`src/rtl/chan_event_counter_4_pkg.sv`:
```
// Shared constants and types for the per-channel event counter.
// Imported by the interface, the counter cell and the top.
package chan_event_counter_4_pkg;

    localparam int NUM_CH    = 4;
    localparam int SEL_W     = 2;
    localparam int CNT_W_DEF = 8;

    typedef enum logic {
        IDLE = 1'b0,
        HOLD = 1'b1
    } rd_state_t;

endpackage

```
`src/rtl/chan_event_counter_4_if.sv`:
```
// Read-back handshake bundle: request/select/clear in, held data out.
// The consumer drives the master side, the counter block is the slave.
interface chan_event_counter_4_if
    import chan_event_counter_4_pkg::*;
#(
    parameter int CNT_W = CNT_W_DEF
);

    logic             i_rd_req;
    logic [SEL_W-1:0] i_rd_sel;
    logic             i_clr_on_rd;
    logic             i_rd_ack;
    logic             o_rd_valid;
    logic [CNT_W-1:0] o_rd_data;
    logic [SEL_W-1:0] o_rd_sel;

    modport master (
        output i_rd_req,
        output i_rd_sel,
        output i_clr_on_rd,
        output i_rd_ack,
        input  o_rd_valid,
        input  o_rd_data,
        input  o_rd_sel
    );

    modport slave (
        input  i_rd_req,
        input  i_rd_sel,
        input  i_clr_on_rd,
        input  i_rd_ack,
        output o_rd_valid,
        output o_rd_data,
        output o_rd_sel
    );

endinterface

```
`src/rtl/chan_event_counter_4_sat_cnt.sv`:
```
// Saturating event counter; a clear with a coincident event leaves 1.
// at_max flags the all-ones value so the parent can raise saturation.
module chan_event_counter_4_sat_cnt
    import chan_event_counter_4_pkg::*;
#(
    parameter int CNT_W = CNT_W_DEF
) (
    input  logic             clk,
    input  logic             rst_n,
    input  logic             inc,
    input  logic             clr,
    output logic [CNT_W-1:0] cnt,
    output logic             at_max
);

    assign at_max = &cnt;

    always_ff @(posedge clk) begin
        if (!rst_n) begin
            cnt <= '0;
        end else if (clr) begin
            cnt <= inc ? CNT_W'(1) : '0;
        end else if (inc && !at_max) begin
            cnt <= cnt + CNT_W'(1);
        end
    end

endmodule

```
`src/rtl/chan_event_counter_4.sv`:
```
// Counts rising edges on each line of a one-hot code bus and
// returns one channel's count at a time over a valid/ack handshake.
module chan_event_counter_4
    import chan_event_counter_4_pkg::*;
#(
    parameter int CNT_W = CNT_W_DEF
) (
    input  logic              i_clk,
    input  logic              i_rst_n,
    input  logic [NUM_CH-1:0] i_code,
    chan_event_counter_4_if.slave rd,
    output logic [NUM_CH-1:0] o_sat,
    output logic              o_err
);

    logic [NUM_CH-1:0] code_q;
    logic [NUM_CH-1:0] code_prev;
    logic [NUM_CH-1:0] rise;
    logic [NUM_CH-1:0] inc;
    logic [NUM_CH-1:0] clr;
    logic [NUM_CH-1:0] at_max;
    logic [CNT_W-1:0]  cnt [NUM_CH];
    logic              multi;
    logic              cap;
    rd_state_t         state_q;
    rd_state_t         state_d;

    always_ff @(posedge i_clk) begin
        if (!i_rst_n) begin
            code_q    <= '0;
            code_prev <= '0;
        end else begin
            code_q    <= i_code;
            code_prev <= code_q;
        end
    end

    // Clearing the lowest set bit leaves a residue only when multi-hot.
    assign multi = |(code_q & (code_q - NUM_CH'(1)));
    assign rise  = code_q & ~code_prev;
    assign inc   = multi ? '0 : rise;

    always_comb begin
        clr = '0;
        for (int k = 0; k < NUM_CH; k++) begin
            clr[k] = cap && rd.i_clr_on_rd &&
                     (rd.i_rd_sel == SEL_W'(k));
        end
    end

    for (genvar k = 0; k < NUM_CH; k++) begin : g_ch
        chan_event_counter_4_sat_cnt #(
            .CNT_W (CNT_W)
        ) u_cnt (
            .clk    (i_clk),
            .rst_n  (i_rst_n),
            .inc    (inc[k]),
            .clr    (clr[k]),
            .cnt    (cnt[k]),
            .at_max (at_max[k])
        );
    end

    always_ff @(posedge i_clk) begin
        if (!i_rst_n) begin
            o_sat <= '0;
            o_err <= 1'b0;
        end else begin
            o_sat <= (o_sat | (inc & at_max)) & ~clr;
            o_err <= o_err | multi;
        end
    end

    always_ff @(posedge i_clk) begin
        if (!i_rst_n) begin
            state_q <= IDLE;
        end else begin
            state_q <= state_d;
        end
    end

    always_comb begin
        state_d = state_q;
        cap     = 1'b0;
        unique case (1'b1)
            (state_q == IDLE): begin
                if (rd.i_rd_req) begin
                    cap     = 1'b1;
                    state_d = HOLD;
                end
            end
            (state_q == HOLD): begin
                if (rd.i_rd_ack) begin
                    state_d = IDLE;
                end
            end
            default: begin
                state_d = IDLE;
            end
        endcase
    end

    assign rd.o_rd_valid = (state_q == HOLD);

    // Capture sees the counter before this edge's clear/increment.
    always_ff @(posedge i_clk) begin
        if (!i_rst_n) begin
            rd.o_rd_data <= '0;
            rd.o_rd_sel  <= '0;
        end else if (cap) begin
            rd.o_rd_data <= cnt[rd.i_rd_sel];
            rd.o_rd_sel  <= rd.i_rd_sel;
        end
    end

endmodule

```
`src/flat_wrapper.sv`:
```
// flat-port wrapper written by rule: the top's interface ports become plain ports
module chan_event_counter_4_flat import chan_event_counter_4_pkg::*;
#(
    parameter int CNT_W = CNT_W_DEF
)
  (i_clk, i_rst_n, i_code, o_sat, o_err, rd_i_rd_req, rd_i_rd_sel, rd_i_clr_on_rd, rd_i_rd_ack, rd_o_rd_valid, rd_o_rd_data, rd_o_rd_sel);
  chan_event_counter_4_if #(.CNT_W(CNT_W)) rd_i ();
  input  logic i_clk;
  input  logic i_rst_n;
  input  logic [NUM_CH-1:0] i_code;
  output logic [NUM_CH-1:0] o_sat;
  output logic o_err;
  input wire logic [$bits(rd_i.i_rd_req)-1:0] rd_i_rd_req;
  input wire logic [$bits(rd_i.i_rd_sel)-1:0] rd_i_rd_sel;
  input wire logic [$bits(rd_i.i_clr_on_rd)-1:0] rd_i_clr_on_rd;
  input wire logic [$bits(rd_i.i_rd_ack)-1:0] rd_i_rd_ack;
  output wire logic [$bits(rd_i.o_rd_valid)-1:0] rd_o_rd_valid;
  output wire logic [$bits(rd_i.o_rd_data)-1:0] rd_o_rd_data;
  output wire logic [$bits(rd_i.o_rd_sel)-1:0] rd_o_rd_sel;
  assign rd_i.i_rd_req = rd_i_rd_req;
  assign rd_i.i_rd_sel = rd_i_rd_sel;
  assign rd_i.i_clr_on_rd = rd_i_clr_on_rd;
  assign rd_i.i_rd_ack = rd_i_rd_ack;
  assign rd_o_rd_valid = rd_i.o_rd_valid;
  assign rd_o_rd_data = rd_i.o_rd_data;
  assign rd_o_rd_sel = rd_i.o_rd_sel;
  chan_event_counter_4 #(.CNT_W(CNT_W)) u_core (.i_clk(i_clk), .i_rst_n(i_rst_n), .i_code(i_code), .rd(rd_i), .o_sat(o_sat), .o_err(o_err));
endmodule
```
`config.mk`:
```
export PLATFORM = sky130hd
export DESIGN_NAME = chan_event_counter_4_flat
export DESIGN_NICKNAME = d
export VERILOG_FILES = /design/src/rtl/chan_event_counter_4_pkg.sv /design/src/rtl/chan_event_counter_4_if.sv /design/src/rtl/chan_event_counter_4_sat_cnt.sv /design/src/rtl/chan_event_counter_4.sv /design/src/flat_wrapper.sv
export SDC_FILE = /design/constraint.sdc
export NUM_CORES = 1
export LEC_CHECK = 0
export ABC_AREA = 1
export CAP_MARGIN = 20
export CORE_MARGIN = 2
export CORE_UTILIZATION = 40
export CTS_CLUSTER_SIZE = 8
export DETAILED_ROUTE_END_ITERATION = 16
export GPL_TIMING_DRIVEN = 1
export SYNTH_ARGS = -nofsm -noshare
export SYNTH_HDL_FRONTEND = slang
export SYNTH_SLANG_ARGS = --single-unit
```
`constraint.sdc`:
```
create_clock -name i_clk -period 1.93 [get_ports i_clk]
set_clock_uncertainty 0.15 [all_clocks]
set_input_delay 0.386 -clock i_clk [delete_from_list [all_inputs] [get_ports i_clk]]
set_output_delay 0.386 -clock i_clk [all_outputs]
set_load 0.05 [all_outputs]
```
# == Word-level counts from Yosys, hierarchy flattened ==
# Index checks and enable logic that the tools add are counted.
# word_totals
reg_bits,56
in_bits,11
output_inout_bits,16
# classes
eq_ne,3
n_mux,20
n_addsub,5
reduce_logical,23
n_bitwise,10
magnitude_cmp,1
# ops
cell,count
8-bit 2-to-1 mux,10
"8-bit by 1-bit adder with 8-bit output, second input constant",4
8-bit AND reduction,4
4-bit bitwise AND,4
8-bit binary-select mux with 2-bit select,1
1-bit logical AND,9
4-bit NOT,2
2-bit nonzero test,4
1-bit 2-to-1 mux,7
"2-bit == test, second input constant",2
1-bit logical NOT,4
4-bit 2-to-1 mux,1
4-bit bitwise OR,1
4-bit OR reduction,1
"4-bit by 1-bit subtractor with 4-bit output, second input constant",1
"3-bit >= comparator, second input constant",1
2-bit NOT with 3-bit output,1
"2-bit by 1-bit == test with 1-bit output, second input constant",1
2-bit logical NOT,1
1-bit case mux with 2 select lines,1
1-bit NOT,1
1-bit bitwise OR,1

# == Logic depth before layout (Yosys ltp) ==
# logic_depth
depth_word,7
mapped_depth,10
ltp_nobuf,10

# == By module ==
# From an unflattened synthesis, not the netlist that was laid out.
# unflattened
cells_unflattened,471
area_unflattened_um2,3176.8
# by_module_without_submodules
mod,instances,area_per_inst_um2,seq_area_each_um2,cells_per_inst
chan_event_counter_4_sat_cnt,4,509.2,160.2,73
chan_event_counter_4,1,1139.8,480.5,179

# == Least setup slack after synthesis ==
# Ideal clock, no wire load.
# synth_timing
kind,register to register
startpoint,register u_core.state_q (netlist: u_core.rd.o_rd_valid)
endpoint,register u_core.g_ch[1].u_cnt.cnt[6]
path_slack_ns,0.322
setup_time_ns,0.070
n_path_buf,0
path_stages_with_launch,9
arrival_ns,1.388
period_less_slack_ns,1.608
cell_sequence,dfxtp_1 -> inv_1 -> nand2_1 -> inv_2 -> nand3_4 -> inv_2 -> nor2_1 -> inv_1 -> a21oi_1
# synth_between
elab_chain_len,4
# synth_lines
element,line,source
"start, declared",chan_event_counter_4.sv:25,rd_state_t state_q;
"start signal, assigned",chan_event_counter_4.sv:78,state_q <= state_d;
1-bit 2-to-1 mux *,chan_event_counter_4.sv:85,unique case (1'b1)
1-bit logical AND * (2 in a row),chan_event_counter_4.sv:46,clr[k] = cap && rd.i_clr_on_rd &&
8-bit 2-to-1 mux or 2-bit nonzero test (tied branches),n/a,
"end signal, assigned",chan_event_counter_4_sat_cnt.sv:22,cnt <= inc ? CNT_W'(1) : '0;
"end signal, assigned",chan_event_counter_4_sat_cnt.sv:24,cnt <= cnt + CNT_W'(1);
"end, declared",chan_event_counter_4_sat_cnt.sv:12,"output logic [CNT_W-1:0] cnt,"
# Mark *: on every way between the ends. The rest lies on a longest branch, timed or not.
# A chain may end at the register's enable or synchronous reset.

# == Worst setup path in the final report ==
# layout_timing
startpoint,register u_core.g_ch[0].u_cnt.cnt[1]
endpoint,register u_core.g_ch[0].u_cnt.cnt[6]
# layout_between
elab_chain_len,4
# layout_lines
element,line
"start, declared",chan_event_counter_4_sat_cnt.sv:12
"start signal, assigned",chan_event_counter_4_sat_cnt.sv:22
"start signal, assigned",chan_event_counter_4_sat_cnt.sv:24
branches (longest 4 deep; another with 8-bit by 1-bit adder with 8-bit output),n/a
# Several ways; the timed one is not identified. The select of a mux whose other input is x is not followed.

==> qor.txt <==
CTS Hold Bufs: 0
Peak VDD IR: 0.352 mV
RePlAce Congestion: 0.872
CP max stage cell: dfxtp_1
pwr dens: 654 nW/um^2
CP Capture Type: flip-flop
simple-gate share of the synthesized area: 34.7%
CP max stage delay: 410 ps
drt total wl: 6.83 mm
DR WL met3: 222 um
Reg clk slew, reported paths: 100 ps
Yosys reg bits: 56
Max Cap Viol: 0
slew margin rel.: 80.7%
initial antenna violation count: 0
reg2reg setup slack: 210 ps
synthesized-area fraction occupied by adder cells: 1.78%
sink of the worst hold path: u_core.o_err$_SDFF_PN0_
Root Driver: clkbuf_8
DP Area: 3300 sq um
fin crit period: 1720 ps
ANT nets after route: 0
LEAKAGE: 1.42 nW
Mapped Cells: 414
CP required: 1980 ps
Post-CTS Resized: 0
wire length on met1: 3.52 mm
synthesized area: 2820 sq um
DR iter-0 viols: 127
highest clock rate: 582 MHz
Post-CTS Setup Inserts: 0
largest family of logic cells by synthesized area: simple AND/OR/NAND/NOR gates
CP Cell Sequence: ha_1, inv_1, nor2_1, nand2_1, nand3_2, nand2_1, nand2_1, a21oi_1
final instance area: 3400 sq um
status: finished clean
post-detail-place hpwl: 5.34 mm
Ant. Diodes: 0
Worst Tran Pin Value: 289 ps
die extent in x: 87.9 um
DIE AREA: 7730 sq um
R2R Path Start: u_core.g_ch[0].u_cnt.cnt[1]$_SDFFE_PN0P_
XOR/XNOR Fraction of Synth Area: 0.311%
Reg2Reg Depth: 8
met2 WL: 2.99 mm
Clock Latency Late Sink: 300 ps
critical path launch point: u_core.g_ch[0].u_cnt.cnt[1]$_SDFFE_PN0P_
library cells used by synthesis: 29
Hold WC Path Type: flip-flop to flip-flop
Fin. Hold Viols: 0
initial core utilization: 41.5%
Yosys warnings: 0
DRC: 0
hold path start: u_core.o_err$_SDFF_PN0_
fin crit share: 89.0%
Seq/Total Area, Yosys: 39.8%
fin nets: 479
pin count of the biggest net entering global routing: 17
row cnt: 30
Mean Syn Cell Area: 6.80 sq um
Top Ports: 27
Worst Path Arrival: 1770 ps
via count: 2707
highest routed layer: met4
CTS tree: done
worst hold slack: 326 ps
total grt overflow: 0
total track usage: 19.2%
top cells by area, synth: dfxtp_1, nand2_1, nor2_1, inv_1, a21oi_1
htree depth: 2
Worst setup SP type: flip-flop
Compound-Gate Fraction of Synth Area: 15.1%
P&R area growth vs syn: 20.6%
max-slew violation count: 0
first-pass GRT wire length: 11.7 mm
die height: 87.9 um
final core utilization: 50.0%
DR pass1 iterations: 5
Synth area leader: dfxtp_1
# clock sinks: 56
r2r endpoint: u_core.g_ch[0].u_cnt.cnt[6]$_SDFFE_PN0P_
hold path depth: 2
crit path max fanout: 8
clk buf depth: 2
vias in the first global route: 2518
post-synth net total: 429
fillcell total: 708
DR WL/cell: 12.2 um
core area: 6790 sq um
Final setup viols: 0
RSZ-0062 raised after global routing: no
Port Buffers: 26
kind of critical path: flip-flop to flip-flop
multiplexer share of the synthesized area: 0%
Synth top area share: 39.8%
share of cells above drive strength 1: 15.1%
CTS Buf Count: 5
Via density: 4.83
CP most frequent cell: nand2_1
==> per-stage QoR <==
stage | TNS [ps] | power, mW | setup slack, ps | instances
final | 0 | 2.22 | 213 | 561
after global routing | 0 | 2.33 | 67.8 | 561
after CTS | 0 | 2.25 | 223 | 561
after detailed placement | -69.3 | 1.58 | -25.7 | 553
after global placement | 0 | 1.57 | 5.92 | 553
after floorplan | 0 | 1.44 | 322 | 414
==> synthesized netlist by cell type <==
library cell,number
nor2_2,5
nand2_1,108
a31oi_1,4
o21a_1,2
nand4_1,6
nor3_1,7
dfxtp_1,56
ha_1,4
nand3b_1,2
o21ai_0,22
nor2_1,59
a21oi_1,29
a22oi_1,8
nand3_4,3
inv_1,51
o21ai_1,1
nand2_4,2
xor2_1,1
nor2_4,3
buf_1,1
clkbuf_1,4
nand3_2,2
o21bai_1,1
o21ai_2,1
nand2_2,1
nand3_1,19
a41oi_1,4
a31oi_2,1
inv_2,7
==> flip-flops by register name, indices dropped and copies added, names as in the netlist <==
name and cells:
u_core.code_prev 4, u_core.code_q 4, u_core.g_ch.u_cnt.cnt 32, u_core.o_err 1, u_core.o_sat 4, u_core.rd.o_rd_data 8, u_core.rd.o_rd_sel 2, u_core.rd.o_rd_valid 1
==> cell type report <==
cell class	count	area [sq um]	area share [%]
Clock inverter	1	7.51	0.221
Multi-Input combinational cell	295	1460	42.9
Sequential cell	56	1120	33.0
Inverter	58	218	6.41
Timing Repair Buffer	48	385	11.3
Tap cell	96	120	3.54
Clock buffer	7	86.3	2.54
==> cell usage in the layout (no fill, tap or decap), drive strengths merged <==
master	netlist	final
nand3	24	24
o21a	2	2
nor3	7	7
clkdlybuf4s50	0	10
ha	4	4
o21bai	1	1
a22oi	8	8
a41oi	4	4
a31oi	5	5
nand2	111	111
nand3b	2	2
buf	1	38
inv	58	58
nor2	67	67
xor2	1	1
clkbuf	4	7
a21oi	29	29
dfxtp	56	56
o21ai	24	24
nand4	6	6
clkinvlp	0	1
==> worst max-delay path by stage <==
| stage | to | slack [ps] | depth (start not counted) |
|---|---|---|---|
| after floorplan | u_core.g_ch[1].u_cnt.cnt[6]$_SDFFE_PN0P_ | 320 | 8 |
| after global placement | u_core.rd.o_rd_data[5]$_SDFFE_PN0P_ | 6 | 8 |
| after detailed placement | u_core.g_ch[1].u_cnt.cnt[3]$_SDFFE_PN0P_ | -30 | 9 |
| after CTS | u_core.g_ch[2].u_cnt.cnt[6]$_SDFFE_PN0P_ | 220 | 8 |
| after global routing | u_core.g_ch[2].u_cnt.cnt[6]$_SDFFE_PN0P_ | 70 | 8 |
| final | u_core.g_ch[0].u_cnt.cnt[6]$_SDFFE_PN0P_ | 210 | 8 |
==> worst max-delay path, delay by kind of cell, from the launching register on <==
kind | cells | cell delay [ps]
DFF | 1 | 410
adders and majority gates | 1 | 220
AOI/OAI and AO/OA | 1 | 50
and+or+nand+nor | 5 | 720
buffers and inverters | 1 | 70
==> routing by layer <==
metal	vias up	global-route usage (%)
li1	1440	-
met1	1211	26.6
met2	50	31.2
met3	6	2.92
met4	0	5.45
met5	-	0
==> where the power goes <==
group	switching, mW	internal, mW
registers	0.0297	1.19
clock network	0.380	0.293
logic	0.209	0.119
total	0.619	1.60
==> kinds of logic (layout without fill, tap and decap cells) <==
group,count (synthesis),in the layout
simple gates,217,217
compound gates,73,73
buf+inv,63,114
flops,56,56
fa+ha+maj,4,4
xor+xnor,1,1
Power figures use the tool's default switching activity.
==> patch, RTL diff (config.mk and constraints unchanged) <==
Register the output `o_err` once more, with the module's reset; this adds one clock of latency there. The other outputs are not delayed to match.
--- a/src/rtl/chan_event_counter_4.sv
+++ b/src/rtl/chan_event_counter_4.sv
@@ -13,4 +13,6 @@
     output logic              o_err
 );
+
+    logic o_err_s0;
 
     logic [NUM_CH-1:0] code_q;
@@ -65,8 +67,8 @@
         if (!i_rst_n) begin
             o_sat <= '0;
-            o_err <= 1'b0;
+            o_err_s0 <= 1'b0;
         end else begin
             o_sat <= (o_sat | (inc & at_max)) & ~clr;
-            o_err <= o_err | multi;
+            o_err_s0 <= o_err_s0 | multi;
         end
     end
@@ -114,4 +116,12 @@
     end
 
+    always_ff @(posedge i_clk) begin
+        if (!i_rst_n) begin
+            o_err <= '0;
+        end else begin
+            o_err <= o_err_s0;
+        end
+    end
+
 endmodule
 
Behaviour: not the same (a bounded check fails within 4 cycles, from zero or initial values and one cycle with i_rst_n low).
==> patch against the original RTL <==
  * Cell count rose by 6.6%
  * Maximum frequency fell by 1.7%
  * Power rose by 13%
  * Wire length rose by 6.5%
  * Clock power rose by 43%
  * Setup slack got worse by 0.029 ns
  * Area after synthesis rose by 3.4%
  * Critical path depth fell by 2
  * Sequential cell count rose by 1
  * Synthesized cell count rose by 6.5%
  * Cell area rose by 5.3%
  * Critical path type unchanged
  * Critical endpoint is now u_core.g_ch[1].u_cnt.cnt[3]
  * Largest cell class unchanged
  * Largest power group unchanged
==> patch: results <==
group,metric,value,unit
synth,yosysSeqAreaShare,39.2,%
routing,drtIter0Drc,166,
cts,post_cts.repair.setup_buffers,0,
finish,fin_nets,510,
min_path,holdPathStages,2,
global_routing,grt_pass1_vias,2747,
synth,synthTopCellsByArea,"dfxtp_1 (39%), nand2_1 (16%), inv_1 (7.6%)",
routing,totalWireLength,7280,um
placed_design,gp_congestion,0.880,
critical_path,critPathMaxStageDelay,0.36,ns
placed_design,dp_worst_setup_slack,-0.123,ns
routing,post_drt_wl_per_cell,12.2,um
synth,syn_avg_cell_area,6.60,sq um
global_routing,grt_pass1_wl,12300,um
synth,synth_compound_area_share,14.0,%
critical_path,rr_worst_depth,6,
power_and_ir_drop,ir_worst_vdd,0.000372,V
timing,relSlewSlack,78.1,%
synth,synth_commonest_cells,"nand2_1 (121), inv_1 (59), dfxtp_1 (57), nor2_1 (57), nand3_1 (31)",
critical_path,worstPathMaxFanout,8,
finish,final.fill_count,757,
cts,clk_latency,0.34,ns
synth,synth_adder_area_share,1.72,%
global_routing,grt_max_degree,21,
cts,path_clk_slew,0.07,ns
min_path,worstHoldStart,"u_core.o_err_s0",
critical_path,crit_arrival,1.84,ns
timing,hold_ws,0.294,ns
critical_path,rr_startpoint,"u_core.code_q[0]",
critical_path,r2r_end,"u_core.g_ch[1].u_cnt.cnt[3]",
placed_design,dp_hpwl,5590,um
placed_design,placed_cell_area,3410,sq um
min_path,min_path_type,"register to register",
placed_design,dp_cells,583,
synth,synth_nets,456,
power_and_ir_drop,power_leakage,1.54,nW
synth,yosys.area.top_type,"dfxtp_1",
routing,via_per_inst,4.82,
cts,htree_num_levels,3,
min_path,hold_end,"u_core.o_err",
outcome,status,"finished clean",
critical_path,r2r_slack,0.18,ns
finish,drive_gt1_share,14.4,%
global_routing,grt_usage,20.3,%
cts,cts_buffers,9,
routing,first_pass_iters,4,
synth,synth-xor-area-share,0.601,%
==> patch: changes by cell type after synthesis, sizes merged, moves of 2 or more <==
| cell | change |
|---|---|
| a22oi | -2 |
| a31oi | -2 |
| clkinv | +2 |
| inv | +4 |
| nand2 | +13 |
| nand3 | +12 |
| nand4 | -2 |
| nor2 | -2 |
| nor3 | -2 |
| o21ai | +2 |
==> patch: worst max-delay path by stage <==
stage	startpoint	to	slack, ns	depth (start not counted)
floorplan	u_core.rd.o_rd_valid	u_core.rd.o_rd_data[4]	0.36	5
global placement	rd_i_rd_sel[1]	u_core.rd.o_rd_data[4]	-0.13	8
detailed placement	rd_i_rd_sel[1]	u_core.rd.o_rd_data[4]	-0.12	8
CTS	u_core.g_ch[0].u_cnt.cnt[1]	u_core.g_ch[0].u_cnt.cnt[6]	0.20	8
global route	u_core.code_q[0]	u_core.g_ch[1].u_cnt.cnt[3]	0.009	6
finish	u_core.code_q[0]	u_core.g_ch[1].u_cnt.cnt[3]	0.18	6
==> patch: metal layers <==
metal	GRT usage, %	part of all wire [%]	up-vias
met4	9.91	2.8	0
met1	25.4	48	1305
met2	33.3	46	38
met3	4.34	3.1	15
met5	0	0	-
li1	-	-	1525
==> patch: layout make-up <==
cell class,instances,area [sq um],share of cell area (%)
inverters,64,241,6.75
well taps,99,124,3.46
repair buffers,48,398,11.1
clock buffers,11,141,3.95
flip-flops and latches,57,1140,31.9
multi-input cells,315,1510,42.2
clock inverters,4,20.0,0.560
==> patch: report_power, final <==
group	switching, W	leakage, nW	internal, W
registers	0.0000274	0.464	0.00121
logic	0.000202	0.992	0.000116
clock network	0.000477	0.0887	0.000484
==> patch: worst reg2reg max path, delay by kind of cell, from the launching register on <==
family,cells,cell delay (ns)
AND/OR/NAND/NOR,5,0.98
flip-flops,1,0.36
AO/OA/AOI/OAI,1,0.16
